### src/rtl/alu_issue_stage.sv
// -----------------------------------------------------------------------------
// alu_issue_stage.sv
//
// Purpose
//   Registered valid/ready issue stage around a combinational 32-bit ALU.
//   One op {a, b, control} is accepted per cycle into a stage-1 operand
//   register. The register drives the ALU, and the ALU outputs
//   {result, overflow, zero, equal, control} are captured into a DEPTH-entry
//   result FIFO. The consumer drains the FIFO. The FIFO head is presented on
//   registered outputs.
//
// Optional feature
//   ALU_STATS_EN : when defined, the stage builds two 16-bit saturating
//                  counters. stat_ops counts retired ops and stat_ovf counts
//                  retired ops that overflowed. When undefined, both outputs
//                  are tied to zero.
//
// Ports
//   clk, rst            clock; asynchronous active-high reset
//   in_valid/in_ready   producer handshake (transfer = in_valid & in_ready)
//   in_a, in_b          operands (N bits)
//   in_control          alu_control_t opcode (4 bits)
//   out_valid/out_ready consumer handshake (pop = out_valid & out_ready)
//   out_result          head result (N bits)
//   out_overflow/zero/equal  head flags
//   out_control         opcode that produced the head entry
//   fifo_count          occupied FIFO entries
//   stat_ops, stat_ovf  retired-op statistics (16 bits each)
//
// Opcode encoding (alu_control_t)
//   0 ADD, 1 SUB, 2 AND, 3 OR, 4 XOR, 5 NOR, 6 SLT (signed), 7 SLTU,
//   8 SLL, 9 SRL, A SRA (shift amount = b[4:0]); other codes give result 0.
// -----------------------------------------------------------------------------

package alu_pkg;
  typedef enum logic [3:0] {
    ALU_ADD  = 4'h0,
    ALU_SUB  = 4'h1,
    ALU_AND  = 4'h2,
    ALU_OR   = 4'h3,
    ALU_XOR  = 4'h4,
    ALU_NOR  = 4'h5,
    ALU_SLT  = 4'h6,
    ALU_SLTU = 4'h7,
    ALU_SLL  = 4'h8,
    ALU_SRL  = 4'h9,
    ALU_SRA  = 4'hA
  } alu_control_t;
endpackage

// Combinational ALU.
// overflow is the signed two's-complement overflow of ADD/SUB and is 0 for
// every other op. zero reflects the result. equal compares the operands.
module alu #(
  parameter int N = 32
) (
  input  logic [N-1:0] a,
  input  logic [N-1:0] b,
  input  logic [3:0]   control,
  output logic [N-1:0] result,
  output logic         overflow,
  output logic         zero,
  output logic         equal
);
  import alu_pkg::*;

  localparam int SH_W = $clog2(N);

  logic [N-1:0]    sum_s;
  logic [N-1:0]    diff_s;
  logic [SH_W-1:0] shamt_s;

  assign sum_s   = a + b;
  assign diff_s  = a - b;
  assign shamt_s = b[SH_W-1:0];

  // Opcode decode, flag generation
  always_comb begin
    result   = '0;
    overflow = 1'b0;
    case (control)
      ALU_ADD: begin
        result   = sum_s;
        overflow = (a[N-1] == b[N-1]) && (sum_s[N-1] != a[N-1]);
      end
      ALU_SUB: begin
        result   = diff_s;
        overflow = (a[N-1] != b[N-1]) && (diff_s[N-1] != a[N-1]);
      end
      ALU_AND:  result = a & b;
      ALU_OR:   result = a | b;
      ALU_XOR:  result = a ^ b;
      ALU_NOR:  result = ~(a | b);
      ALU_SLT:  result = {{(N-1){1'b0}}, ($signed(a) < $signed(b))};
      ALU_SLTU: result = {{(N-1){1'b0}}, (a < b)};
      ALU_SLL:  result = a << shamt_s;
      ALU_SRL:  result = a >> shamt_s;
      ALU_SRA:  result = $signed(a) >>> shamt_s;
      default:  result = '0;
    endcase
    zero  = (result == '0);
    equal = (a == b);
  end
endmodule

module alu_issue_stage #(
  parameter int N     = 32,
  parameter int DEPTH = 2
) (
  input  logic                       clk,
  input  logic                       rst,
  input  logic                       in_valid,
  output logic                       in_ready,
  input  logic [N-1:0]               in_a,
  input  logic [N-1:0]               in_b,
  input  logic [3:0]                 in_control,
  output logic                       out_valid,
  input  logic                       out_ready,
  output logic [N-1:0]               out_result,
  output logic                       out_overflow,
  output logic                       out_zero,
  output logic                       out_equal,
  output logic [3:0]                 out_control,
  output logic [$clog2(DEPTH):0]     fifo_count,
  output logic [15:0]                stat_ops,
  output logic [15:0]                stat_ovf
);

  localparam int PTR_W = $clog2(DEPTH);
  localparam int CNT_W = PTR_W + 1;
  // Entry layout: {control[3:0], equal, zero, overflow, result[N-1:0]}
  localparam int ENT_W = N + 7;

  // Stage-1 operand register
  logic [N-1:0]     s1_a_r;
  logic [N-1:0]     s1_b_r;
  logic [3:0]       s1_ctrl_r;
  logic             s1_valid_r;

  // ALU outputs
  logic [N-1:0]     alu_result_s;
  logic             alu_overflow_s;
  logic             alu_zero_s;
  logic             alu_equal_s;
  logic [ENT_W-1:0] entry_s;

  // Result FIFO
  logic [ENT_W-1:0] mem_r [DEPTH];
  logic [PTR_W-1:0] wr_ptr_r;
  logic [PTR_W-1:0] rd_ptr_r;
  logic [CNT_W-1:0] count_r;
  logic [ENT_W-1:0] head_r;
  logic             out_valid_r;

  // Handshake / next-state terms
  logic             pop_s;
  logic             not_full_s;
  logic             advance_s;
  logic             xfer_s;
  logic [CNT_W-1:0] count_next_s;
  logic [PTR_W-1:0] rd_ptr_next_s;
  logic [ENT_W-1:0] head_next_s;

  alu #(.N(N)) u_alu (
    .a        (s1_a_r),
    .b        (s1_b_r),
    .control  (s1_ctrl_r),
    .result   (alu_result_s),
    .overflow (alu_overflow_s),
    .zero     (alu_zero_s),
    .equal    (alu_equal_s)
  );

  assign entry_s = {s1_ctrl_r, alu_equal_s, alu_zero_s, alu_overflow_s, alu_result_s};

  // out_valid_r always mirrors count_r != 0, so a pop never targets an empty FIFO.
  assign pop_s      = out_valid_r & out_ready;
  assign not_full_s = (count_r < CNT_W'(DEPTH));
  // A pop frees a slot in the same cycle, so a full FIFO can still accept the stage-1 op.
  assign advance_s  = s1_valid_r & (not_full_s | pop_s);
  assign in_ready   = ~s1_valid_r | advance_s;
  assign xfer_s     = in_valid & in_ready;

  // Next FIFO occupancy, read pointer and head entry
  always_comb begin
    count_next_s  = count_r;
    rd_ptr_next_s = rd_ptr_r;
    head_next_s   = head_r;
    case ({advance_s, pop_s})
      2'b10:   count_next_s = count_r + CNT_W'(1);
      2'b01:   count_next_s = count_r - CNT_W'(1);
      default: count_next_s = count_r;
    endcase
    if (pop_s) begin
      rd_ptr_next_s = rd_ptr_r + PTR_W'(1);
    end else begin
      rd_ptr_next_s = rd_ptr_r;
    end
    // A write that lands on the next head slot can only happen when the FIFO
    // is empty after the pop. In that case the ALU output bypasses the memory.
    if (advance_s && (wr_ptr_r == rd_ptr_next_s)) begin
      head_next_s = entry_s;
    end else begin
      head_next_s = mem_r[rd_ptr_next_s];
    end
  end

  // Stage-1 operand register and its valid bit
  always_ff @(posedge clk or posedge rst) begin
    if (rst) begin
      s1_valid_r <= 1'b0;
      s1_a_r     <= '0;
      s1_b_r     <= '0;
      s1_ctrl_r  <= 4'h0;
    end else if (xfer_s) begin
      s1_valid_r <= 1'b1;
      s1_a_r     <= in_a;
      s1_b_r     <= in_b;
      s1_ctrl_r  <= in_control;
    end else if (advance_s) begin
      s1_valid_r <= 1'b0;
    end
  end

  // FIFO storage; contents are only observed through head_r, so no reset is needed
  always_ff @(posedge clk) begin
    if (advance_s) begin
      mem_r[wr_ptr_r] <= entry_s;
    end
  end

  // FIFO pointers and occupancy
  always_ff @(posedge clk or posedge rst) begin
    if (rst) begin
      wr_ptr_r <= '0;
      rd_ptr_r <= '0;
      count_r  <= '0;
    end else begin
      if (advance_s) begin
        wr_ptr_r <= wr_ptr_r + PTR_W'(1);
      end
      rd_ptr_r <= rd_ptr_next_s;
      count_r  <= count_next_s;
    end
  end

  // Registered FIFO head; it holds while the FIFO stays non-empty without a pop
  always_ff @(posedge clk or posedge rst) begin
    if (rst) begin
      out_valid_r <= 1'b0;
      head_r      <= '0;
    end else begin
      out_valid_r <= (count_next_s != '0);
      if (count_next_s != '0) begin
        head_r <= head_next_s;
      end
    end
  end

  assign out_valid    = out_valid_r;
  assign out_result   = head_r[N-1:0];
  assign out_overflow = head_r[N];
  assign out_zero     = head_r[N+1];
  assign out_equal    = head_r[N+2];
  assign out_control  = head_r[N+6:N+3];
  assign fifo_count   = count_r;

`ifdef ALU_STATS_EN
  logic [15:0] stat_ops_r;
  logic [15:0] stat_ovf_r;

  // Saturating retired-op statistics; cleared only by rst
  always_ff @(posedge clk or posedge rst) begin
    if (rst) begin
      stat_ops_r <= 16'h0000;
      stat_ovf_r <= 16'h0000;
    end else if (advance_s) begin
      if (stat_ops_r != 16'hFFFF) begin
        stat_ops_r <= stat_ops_r + 16'h0001;
      end
      if (alu_overflow_s && (stat_ovf_r != 16'hFFFF)) begin
        stat_ovf_r <= stat_ovf_r + 16'h0001;
      end
    end
  end

  assign stat_ops = stat_ops_r;
  assign stat_ovf = stat_ovf_r;
`else
  assign stat_ops = 16'h0000;
  assign stat_ovf = 16'h0000;
`endif

endmodule

### config.mk
export PLATFORM = sky130hd
export DESIGN_NAME = alu_issue_stage
export DESIGN_NICKNAME = d
export VERILOG_FILES = /design/src/rtl/alu_issue_stage.sv
export SDC_FILE = /design/constraint.sdc
export NUM_CORES = 1
export LEC_CHECK = 0
export BUFFER_PORTS_ARGS = -buffer_cell sky130_fd_sc_hd__buf_2
export CELL_PAD_IN_SITES_DETAIL_PLACEMENT = 1
export CELL_PAD_IN_SITES_GLOBAL_PLACEMENT = 2
export CORE_MARGIN = 4
export CORE_UTILIZATION = 38
export CTS_BUF_LIST = sky130_fd_sc_hd__clkbuf_16
export DETAILED_ROUTE_END_ITERATION = 8
export PLACE_DENSITY_LB_ADDON = 0.1
export SETUP_SLACK_MARGIN = 0.5
export SKIP_CTS_REPAIR_TIMING = 1
export SLEW_MARGIN = 20
export SYNTH_ARGS = -nofsm -noshare
export SYNTH_HDL_FRONTEND = slang
export SYNTH_HIERARCHICAL = 1
export SYNTH_SLANG_ARGS = --single-unit
### constraint.sdc
create_clock -name clk -period 5.25 [get_ports clk]
set_input_delay 0.2625 -clock clk [delete_from_list [all_inputs] [get_ports clk]]
set_output_delay 0.2625 -clock clk [all_outputs]
set_load 0.02 [all_outputs]
==> results.yml <==
power:
  power_w: 0.0142
  ir_worst_vdd_v: 0.000923
  powerDensity_nw_per_um2: 674
  p_leak_nw: 8.79
sta:
  fin_ws_ps: 558
  slew_viol_final: 0
  skew_ps: 22.9
  rsz0062_at_grt: "yes"
  hold_viol_final: 1
  tightestPinTransition_ps: 1020
  maxSlewHeadroom_pct: 31.7
  finalCritPeriodShare_pct: 89.4
  hold_ws_ps: -4.77
  min_period_ps: 4690
  fmax_ghz: 0.213
  setup_viol: 0
  fin_setup_tns_ps: 0
layout:
  final_util_pct: 45.5
  nets: 2444
  area_delta_synth_final_pct: 18.5
  drive_gt1_share_pct: 24.8
clock_tree:
  clkLatencyLatePin_ps: 510
  clk_path_buf_depth: 2
  cts_root_buffer: "clkbuf_16"
  cts_made_buffers: 17
  htreeDepth: 4
  cts_tree: "built"
  clock_sinks: 191
  clkTransAtPathRegs_ps: 80
placed_design:
  hpwlAfterDp_um: 66200
  dp_slack_ps: -196
  finalWeightedCongestion: 0.976
  port_buffers: 114
worst_hold_path:
  hold_class: "in2reg"
worst_setup_path:
  crit_arrival_ps: 5090
  critPathLaunchType: "flip-flop"
  crit_path_top_delay_cell: "mux4_2"
  crit_fanout: 29
  critPathCaptureType: "flip-flop"
  path_class: "reg2reg"
  worstPathRequired_ps: 5650
  crit_path_max_incr_delay_ps: 640
  path_cells: "buf_4, buf_4, clkbuf_16, mux4_2, a22oi_1, a21o_1, or3b_2, a21bo_2, nand2_1, a21oi_1, o22ai_1, o2bb2ai_1, or4_1, nor4_2, nor2_1, o31ai_2"
  cp_common_cell: "buf_4"
logic_synthesis:
  synth_area_um2: 17800
  yosysMostFrequentCell: "nand2_1"
  synth_edf_count: 78
  synth-seq-cells: 191
  ys_seq_area_share_pct: 29.0
  synthDistinctLibCells: 94
  yosysTopAreaCell: "dfrtp_1"
  netlist_top_cells_area: "dfrtp_1 16%, edfxtp_1 13%, ha_1 7.0%"
  yosysWarningCount: 6
  async_flop_share_pct: 59.2
  syn_inst: 2069
  ys.flop_type: "dfrtp_1"
  synth.top_cell.area_share_pct: 15.9
  avgSynthCellArea_um2: 8.62
  ys_top_cells_by_count: "257 x nand2_1, 175 x nor2_1, 114 x a21oi_1"
job:
  maxCapViolCount: 0
route:
  drt_iter0_drc: 1800
  drt_pre_antenna_iters: 5
  drc: 0
  drt_wl_total_um: 86500
  via_count: 18385
  wire_per_inst_um: 29.9
  avgViaCountPerCell: 6.36
  drtAntennaViolNets: 0
run_status:
  violations: "negative hold slack"
  status: "complete, but fails checks"
floorplanning:
  die_w_um: 225
  die_y_um: 225
  dieArea_um2: 50400
  core_area_um2: 46500
  rows: 79
  start_util_pct: 38.4
  pin_count: 147
global_routing:
  grt_pass1_wl_um: 124000
  antenna_found_initial: 3
  grt_pass1_vias: 18101
  grt_start_max_net_pins: 80
  overflow: 0
  track_usage_pct: 32.9
-- flip-flops by register name, summed over array words and instances (netlist names) --
name,flops
mem_r,78
wr_ptr_r,1
s1_valid_r,1
s1_ctrl_r,4
s1_a_r,32
rd_ptr_r,1
fifo_count,2
s1_b_r,32
head_r,39
out_valid,1
-- logic make-up (layout without fill, tap and decap cells) --
kind of cell | after synthesis | count (layout) | synth area share, %
compound gates | 542 | 542 | 21.7
xor+xnor | 21 | 21 | 1.07
fa+ha+maj | 102 | 102 | 7.24
buf+inv | 287 | 470 | 7.36
flops | 191 | 191 | 29.0
mux | 197 | 197 | 14.1
other cells | 1 | 33 | 0.0210
simple gates | 728 | 728 | 19.5
-- layer usage --
layer / vias to the layer above / track usage, % / wire length (um) / part of all wire, %
met4: 2 / 12.5 / 3580 / 4.1
met1: 9424 / 44.1 / 37100 / 43
met2: 754 / 53.5 / 40300 / 47
li1: 8030 / - / - / -
met5: - / 0 / 9 / 0.010
met3: 175 / 5.73 / 5470 / 6.3
-- where the power goes --
part | total, W | switching, W | internal [W] | leakage [nW]
registers | 0.00282 | 0.000489 | 0.00233 | 2.06
logic | 0.0101 | 0.00642 | 0.00364 | 6.43
clock network | 0.00135 | 0.000653 | 0.000700 | 0.295
total | 0.0142 | 0.00756 | 0.00667 | 8.79
-- path summary, 6_finish.rpt --
check | startpoint | to | slack, ps | depth (start not counted)
worst max-delay path | s1_b_r[1]$_DFFE_PP0P_ | head_r[33]$_DFFE_PP0P_ | 560 | 16
worst min-delay path | in_a[19] | s1_a_r[19]$_DFFE_PP0P_ | -5 | 2
worst max register to register | s1_b_r[1]$_DFFE_PP0P_ | head_r[33]$_DFFE_PP0P_ | 560 | 16
worst min register to register | head_r[22]$_DFFE_PP0P_ | head_r[22]$_DFFE_PP0P_ | 470 | 2
max in group asynchronous | rst | s1_b_r[30]$_DFFE_PP0P_ | 3840 | 4
min in group asynchronous | rst | head_r[8]$_DFFE_PP0P_ | 370 | 3
-- cell usage in the layout, fill, tap and decap left out, drive strengths merged, types with 63 or more instances in the layout --
master	count
buf	286
nand2	257
nor2	175
a21oi	114
dfrtp	113
inv	110
mux2	108
ha	100
edfxtp	78
o21ai	69
o31ai	63
-- final cells by class --
cell class              count  area (um^2)
fillers                  5471        25300
diodes                      1         2.50
well taps                 607          759
multi-input cells        1622        11800
clock buffers              17          425
clock inverters            15          146
inverters                 104          397
repair buffers            334         2430
flip-flops and latches    191         5180
-- worst max-delay path: cells and delay by family (launching register included) --
kind / cells / cell delay, ps
compound gates: 7 / 1550
simple gates: 5 / 1350
mux: 1 / 640
buf+inv: 3 / 530
flops: 1 / 500
-- per-stage QoR --
stage                     std cells  instance area (um^2)
after floorplan                2100                 17900
after global placement         2799                 19700
after detailed placement       2799                 19700
after CTS                      2831                 20300
after global routing           2890                 21100
final                          2891                 21100
(Power assumes the default switching activity.)
